**src/rtl/floppy_id_search.sv**
```systemverilog
// Controller-side ID search over the drive's byte-clocked sector stream: rebuilds the
// 6-byte ID field with its CRC, matches a requested sector and counts its data bytes.
module floppy_id_search #(
    parameter int MAX_REVS = 5
) (
    input  logic        clk,
    input  logic        reset_n,
    input  logic        dclk_en,
    input  logic        sector_hdr,
    input  logic        sector_data,
    input  logic        index,
    input  logic        ready,
    input  logic [6:0]  track,
    input  logic [4:0]  sector,
    input  logic        side,
    input  logic [10:0] sector_len,
    input  logic        fm,
    input  logic        search_start,
    input  logic [6:0]  want_track,
    input  logic [4:0]  want_sector,
    input  logic        want_side,
    input  logic        check_side,
    output logic [7:0]  hdr_byte,
    output logic        hdr_byte_en,
    output logic        busy,
    output logic        id_match,
    output logic        data_en,
    output logic [10:0] data_idx,
    output logic        done,
    output logic        rnf
);

    typedef enum logic [1:0] {IDLE, WAIT_HDR, CHECK, DATA} state_t;

    localparam int          REV_W      = $clog2(MAX_REVS + 1);
    localparam logic [15:0] PRESET_MFM = 16'hB230;
    localparam logic [15:0] PRESET_FM  = 16'hEF21;

    state_t             state_q;
    logic               hdrPrev_q;
    logic               dataPrev_q;
    logic               indexPrev_q;
    logic [2:0]         hb_q;
    logic               hdrDone_q;
    logic [15:0]        crc_q;
    logic               armed_q;
    logic [REV_W-1:0]   revCnt_q;
    logic [10:0]        count_q;
    logic [7:0]         hdrByte_q;
    logic               hdrByteEn_q;
    logic               busy_q;
    logic               idMatch_q;
    logic               dataEn_q;
    logic [10:0]        dataIdx_q;
    logic               done_q;
    logic               rnf_q;

    logic               hdrRise;
    logic               dataFall;
    logic               indexRise;
    logic               hdrStrobe;
    logic               hb5Strobe;
    logic               idHit;
    logic [2:0]         hbEff;
    logic [15:0]        crcEff;
    logic [1:0]         sizeCode;
    logic [7:0]         idByte;
    logic [15:0]        crc_d;

    function automatic logic [15:0] crcUpdate(input logic [15:0] c, input logic [7:0] b);
        logic [15:0] r;
        r = c ^ {b, 8'h00};
        for (int i = 0; i < 8; i++) begin
            r = r[15] ? ((r << 1) ^ 16'h1021) : (r << 1);
        end
        return r;
    endfunction

    // A byte strobed in the same cycle as the header rising edge is treated as hb0.
    assign hdrRise   = sector_hdr & ~hdrPrev_q;
    assign dataFall  = dataPrev_q & ~sector_data;
    assign indexRise = index & ~indexPrev_q;
    assign hbEff     = hdrRise ? 3'd0 : hb_q;
    assign crcEff    = hdrRise ? (fm ? PRESET_FM : PRESET_MFM) : crc_q;
    assign hdrStrobe = dclk_en & sector_hdr & (hdrRise | ~hdrDone_q);
    assign hb5Strobe = hdrStrobe & (hbEff == 3'd5);
    assign idHit     = (track == want_track) && (sector == want_sector) &&
                       (!check_side || (side == want_side));

    always_comb begin
        sizeCode = 2'd2;
        case (sector_len)
            11'd128:  sizeCode = 2'd0;
            11'd256:  sizeCode = 2'd1;
            11'd512:  sizeCode = 2'd2;
            11'd1024: sizeCode = 2'd3;
            default:  sizeCode = 2'd2;
        endcase
    end

    always_comb begin
        idByte = 8'h00;
        case (hbEff)
            3'd0:    idByte = {1'b0, track};
            3'd1:    idByte = {7'b0, side};
            3'd2:    idByte = {3'b0, sector};
            3'd3:    idByte = {6'b0, sizeCode};
            3'd4:    idByte = crcEff[15:8];
            default: idByte = crcEff[7:0];
        endcase
        crc_d = crcUpdate(crcEff, idByte);
    end

    always_ff @(posedge clk or negedge reset_n) begin
        if (!reset_n) begin
            hdrPrev_q   <= 1'b0;
            hb_q        <= 3'd0;
            hdrDone_q   <= 1'b0;
            crc_q       <= PRESET_MFM;
            hdrByte_q   <= 8'h00;
            hdrByteEn_q <= 1'b0;
        end else begin
            hdrPrev_q   <= sector_hdr;
            hdrByteEn_q <= 1'b0;
            if (hdrRise) begin
                hb_q      <= 3'd0;
                hdrDone_q <= 1'b0;
                crc_q     <= fm ? PRESET_FM : PRESET_MFM;
            end
            if (hdrStrobe) begin
                hdrByte_q   <= idByte;
                hdrByteEn_q <= 1'b1;
                if (hbEff < 3'd4) begin
                    crc_q <= crc_d;
                end
                if (hbEff == 3'd5) begin
                    hdrDone_q <= 1'b1;
                end else begin
                    hb_q <= hbEff + 3'd1;
                end
            end
        end
    end

    // Search FSM; loss of ready outranks every other event, so rnf suppresses id_match/done.
    always_ff @(posedge clk or negedge reset_n) begin
        if (!reset_n) begin
            state_q     <= IDLE;
            dataPrev_q  <= 1'b0;
            indexPrev_q <= 1'b0;
            armed_q     <= 1'b0;
            revCnt_q    <= '0;
            count_q     <= 11'd0;
            busy_q      <= 1'b0;
            idMatch_q   <= 1'b0;
            dataEn_q    <= 1'b0;
            dataIdx_q   <= 11'd0;
            done_q      <= 1'b0;
            rnf_q       <= 1'b0;
        end else begin
            dataPrev_q  <= sector_data;
            indexPrev_q <= index;
            idMatch_q   <= 1'b0;
            dataEn_q    <= 1'b0;
            done_q      <= 1'b0;
            rnf_q       <= 1'b0;
            if ((state_q != IDLE) && !ready) begin
                state_q <= IDLE;
                busy_q  <= 1'b0;
                rnf_q   <= 1'b1;
            end else begin
                case (state_q)
                    IDLE: begin
                        if (search_start) begin
                            state_q  <= WAIT_HDR;
                            busy_q   <= 1'b1;
                            armed_q  <= 1'b0;
                            revCnt_q <= '0;
                        end
                    end
                    WAIT_HDR: begin
                        if (indexRise && (revCnt_q == REV_W'(MAX_REVS - 1))) begin
                            state_q <= IDLE;
                            busy_q  <= 1'b0;
                            rnf_q   <= 1'b1;
                        end else begin
                            if (indexRise) begin
                                revCnt_q <= revCnt_q + REV_W'(1);
                            end
                            if (hdrRise) begin
                                armed_q <= 1'b1;
                            end
                            if (hb5Strobe && armed_q) begin
                                state_q <= CHECK;
                            end
                        end
                    end
                    CHECK: begin
                        if (idHit) begin
                            idMatch_q <= 1'b1;
                            count_q   <= 11'd0;
                            state_q   <= DATA;
                        end else begin
                            state_q <= WAIT_HDR;
                        end
                    end
                    DATA: begin
                        if (dataFall) begin
                            state_q <= IDLE;
                            busy_q  <= 1'b0;
                            rnf_q   <= 1'b1;
                        end else if (dclk_en && sector_data) begin
                            dataEn_q  <= 1'b1;
                            dataIdx_q <= count_q;
                            if (count_q == (sector_len - 11'd1)) begin
                                done_q  <= 1'b1;
                                busy_q  <= 1'b0;
                                state_q <= IDLE;
                            end else begin
                                count_q <= count_q + 11'd1;
                            end
                        end
                    end
                    default: state_q <= IDLE;
                endcase
            end
        end
    end

    assign hdr_byte    = hdrByte_q;
    assign hdr_byte_en = hdrByteEn_q;
    assign busy        = busy_q;
    assign id_match    = idMatch_q;
    assign data_en     = dataEn_q;
    assign data_idx    = dataIdx_q;
    assign done        = done_q;
    assign rnf         = rnf_q;

endmodule

```
**config.mk**
```make
export PLATFORM = sky130hd
export DESIGN_NAME = floppy_id_search
export DESIGN_NICKNAME = d
export VERILOG_FILES = /design/src/rtl/floppy_id_search.sv
export SDC_FILE = /design/constraint.sdc
export NUM_CORES = 1
export LEC_CHECK = 0
export CORE_UTILIZATION = 54
export DETAILED_ROUTE_END_ITERATION = 8
export GPL_TIMING_DRIVEN = 0
export PLACE_DENSITY = 0.81
export SETUP_SLACK_MARGIN = 0.3
export SLEW_MARGIN = 25
export SYNTH_ARGS = -nofsm -noshare
export SYNTH_HDL_FRONTEND = slang
export SYNTH_SLANG_ARGS = --single-unit
```
**constraint.sdc**
```tcl
create_clock -name clk -period 4.5 [get_ports clk]
set_clock_uncertainty 0.05 [all_clocks]
set_input_delay 0.9 -clock clk [delete_from_list [all_inputs] [get_ports clk]]
set_output_delay 0.9 -clock clk [all_outputs]
set_load 0.05 [all_outputs]
```
==> results.ini <==
[die]
rows = 32
io_pins = 72
die_height_um = 91.4
core_um2 = 7730
die_w_um = 91.4
start_util_pct = 55.8
dieArea_um2 = 8350

[worst_setup_path]
critical_path_required_ns = 4.72
cp_slowest_stage_delay_ns = 0.37
crit_path_start_kind = input port
crit_type = input port to register
crit_fanout = 10
worstPathCellList = clkbuf_2, nand2b_1, buf_2, clkbuf_4, buf_4, nand2_2, inv_1, ha_1, ha_1, or2_4, or3_1, and3_1, o31a_1, mux2i_2, mux2_1, a21oi_1
cp-end-kind = register
critPathTopFamily = simple AND/OR/NAND/NOR gates
path_common_cell = ha_1
slowest_stage = or3_1
cp_num_buf_inv = 5
arrival_ns = 4.26

[grt]
grt_pass1_wl_um = 19900
track_usage_pct = 30.6
grt_overflow = 0
grt_max_degree = 44
grt_pass1_vias = 4004
antenna_found_initial = 0

[synth]
yosysWarningCount = 0
postSynthCellCount = 503
synth-main-ff-cell = dfrtp_1
synth-simple-area-share_pct = 22.3
post_synth_xor_area_fraction_pct = 10.7
ys_async_sr_fraction_pct = 100
syn_nets = 564
muxShareOfSynthArea_pct = 1.92
synth-edff-count = 0
synth_top_family_by_area = simple AND/OR/NAND/NOR gates
synthDistinctLibCells = 66
yosysSeqAreaShare_pct = 37.9
syn_area_per_cell_um2 = 8.57
synth_compound_area_share_pct = 19.0
synthAdderAreaFrac_pct = 4.06
netlist_area_um2 = 4310
synth_seq_cells = 65

[clock_network]
cts_buffers = 9
insertion_delay_ns = 0.35
clock_tree.buffer_depth = 2
clock_sink_count = 65
ctsHtreeMaxLevel = 3
cts_root_buf = clkbuf_8
cts_tree = done
clkTransAtPathRegs_ns = 0.07

[detailed_routing]
antenna_left = 0
drcViolationCount = 0
dr.first_iter.drc_count = 305
wl_met1_um = 5590
wl_met2_um = 5410
wl_met3_um = 958
wirelength_um = 12100
wl_per_cell_um = 17.5
via_per_inst = 6.04
highest_layer = met4
drtPass1Iterations = 8
dr_total_vias = 4186

[pwr]
pwr_density_cell_nw_per_um2 = 555
ir_drop_mv = 0.322
p_leak_nw = 2.31

[placed_design]
port_buffers = 69
hpwl_um = 9060
dp_slack_ns = -0.589
place.gp.congestion = 0.950
place_area_um2 = 5150

[layout]
stdcell_area_um2 = 5380
n_antenna_cell = 0
drive_gt1_share_pct = 8.80
nets = 647
area_delta_synth_final_pct = 24.9
final_cell_mix = 81 x nand2_1, 67 x clkdlybuf4s50_1, 59 x dfrtp_1
n_fill_cell = 630
final_common_cell = nand2_1

[timing]
finalSetupViolCount = 0
layout_setup_ws_ns = 0.468
hold_viol = 0
grt_setup_unrepaired = false
tightest_slew_ns = 0.852
max_slew_margin_pct = 42.6
fmax_mhz = 248
slew_viol_final = 0
fin_crit_ns = 4.03
whs_ns = 0.395
period_share_pct = 89.6

[outcome]
status = completed

[run]
max-cap-violations = 0

[min_path]
hold_class = input port to async pin

==> registers in the layout (all words and copies together) (netlist names) <==
register / cells
armed_q: 1
busy: 1
count_q: 11
crc_q: 16
dataPrev_q: 1
data_en: 1
data_idx: 11
done: 1
hb_q: 3
hdrDone_q: 1
hdrPrev_q: 1
hdr_byte: 8
hdr_byte_en: 1
id_match: 1
indexPrev_q: 1
revCnt_q: 3
rnf: 1
state_q: 2
==> worst register-to-register path, cell delays in order (launching register included) <==
cell,delay [ns]
dfrtp_1,0.40
nand2b_1,0.14
buf_2,0.18
clkbuf_4,0.21
buf_4,0.20
nand2_2,0.12
inv_1,0.07
ha_1,0.19
ha_1,0.25
or2_4,0.30
or3_1,0.37
and3_1,0.19
o31a_1,0.36
mux2i_2,0.25
mux2_1,0.36
a21oi_1,0.11
==> cell usage after synthesis (7+ instances only) <==
cell      count  area [um2]
nand2_1      83         312
dfrtp_1      59        1480
nor2_1       34         128
a21oi_1      29         145
o21ai_0      29         145
xor2_1       29         254
inv_1        19        71.3
nand3_1      19        95.1
xnor2_1      19         166
clkbuf_1     17        63.8
ha_1         14         175
nand2b_1     11        68.8
nand4_1       9        56.3
o211ai_1      9        67.6
buf_2         7        35.0
o31ai_1       7        52.6
==> what timing repair did <==
action	4_1_cts	5_1_grt
gates cloned	0	0
hold buffers	0	0
pin swaps	1	0
resized for setup	8	8
setup buffers	2	0
endpoints found under the hold margin	0	0
setup endpoints to repair	16	12
==> report_power, final <==
group | total, mW | leakage [nW] | internal, mW | switching (mW)
logic | 1.57 | 1.40 | 0.613 | 0.957
registers | 0.910 | 0.812 | 0.775 | 0.134
clock network | 0.508 | 0.0953 | 0.269 | 0.239
==> cell type report <==
cell class | instances | area, um2 | area share, %
Multi-Input combinational cell | 392 | 2520 | 46.8
Tap cell | 102 | 128 | 2.37
Buffer | 24 | 106 | 1.98
Sequential cell | 65 | 1630 | 30.4
Clock buffer | 11 | 141 | 2.63
Clock inverter | 5 | 55.1 | 1.02
Timing Repair Buffer | 72 | 718 | 13.3
Inverter | 22 | 82.6 | 1.53
==> through the flow <==
step	std cells	utilization, %	total power, mW	TNS [ns]
after global placement	674	66.4	2.39	-6.30
after floorplan	503	-	1.97	0
final	693	69.7	2.99	0
after CTS	693	69.6	2.96	0
after detailed placement	675	66.6	2.42	-6.56
after global routing	693	69.7	3.16	0
==> cell families (layout without fill, tap and decap cells) <==
family          count (synthesis)  count (layout)
buf+inv                        46             134
fa+ha+maj                      14              14
xor+xnor                       50              50
compound gates                123             123
simple gates                  197             197
flops                          65              65
mux                             8               8
==> metal layers <==
layer	track usage, %	vias up
li1	-	1954
met1	45.2	2022
met2	46.7	189
met3	3.77	21
met4	10.2	0
met5	0	-
==> path summary, 6_finish.rpt <==
| path | start | endpoint | slack (ns) | cells past startpoint |
|---|---|---|---|---|
| hold reg to reg | data_idx[4]$_DFFE_PN0P_ | data_idx[4]$_DFFE_PN0P_ | 0.43 | 2 |
| min in group clk | data_idx[4]$_DFFE_PN0P_ | data_idx[4]$_DFFE_PN0P_ | 0.43 | 2 |
| setup / recovery | sector_hdr | crc_q[8]$_DFF_PN0_ | 0.47 | 16 |
| max in group asynchronous | reset_n | crc_q[13]$_DFF_PN1_ | 3.42 | 2 |
| hold / removal | reset_n | hdr_byte[7]$_DFFE_PN0P_ | 0.39 | 1 |
| setup reg to reg | hdrPrev_q$_DFF_PN0_ | crc_q[8]$_DFF_PN0_ | 0.67 | 15 |
(Power assumes the default switching activity.)
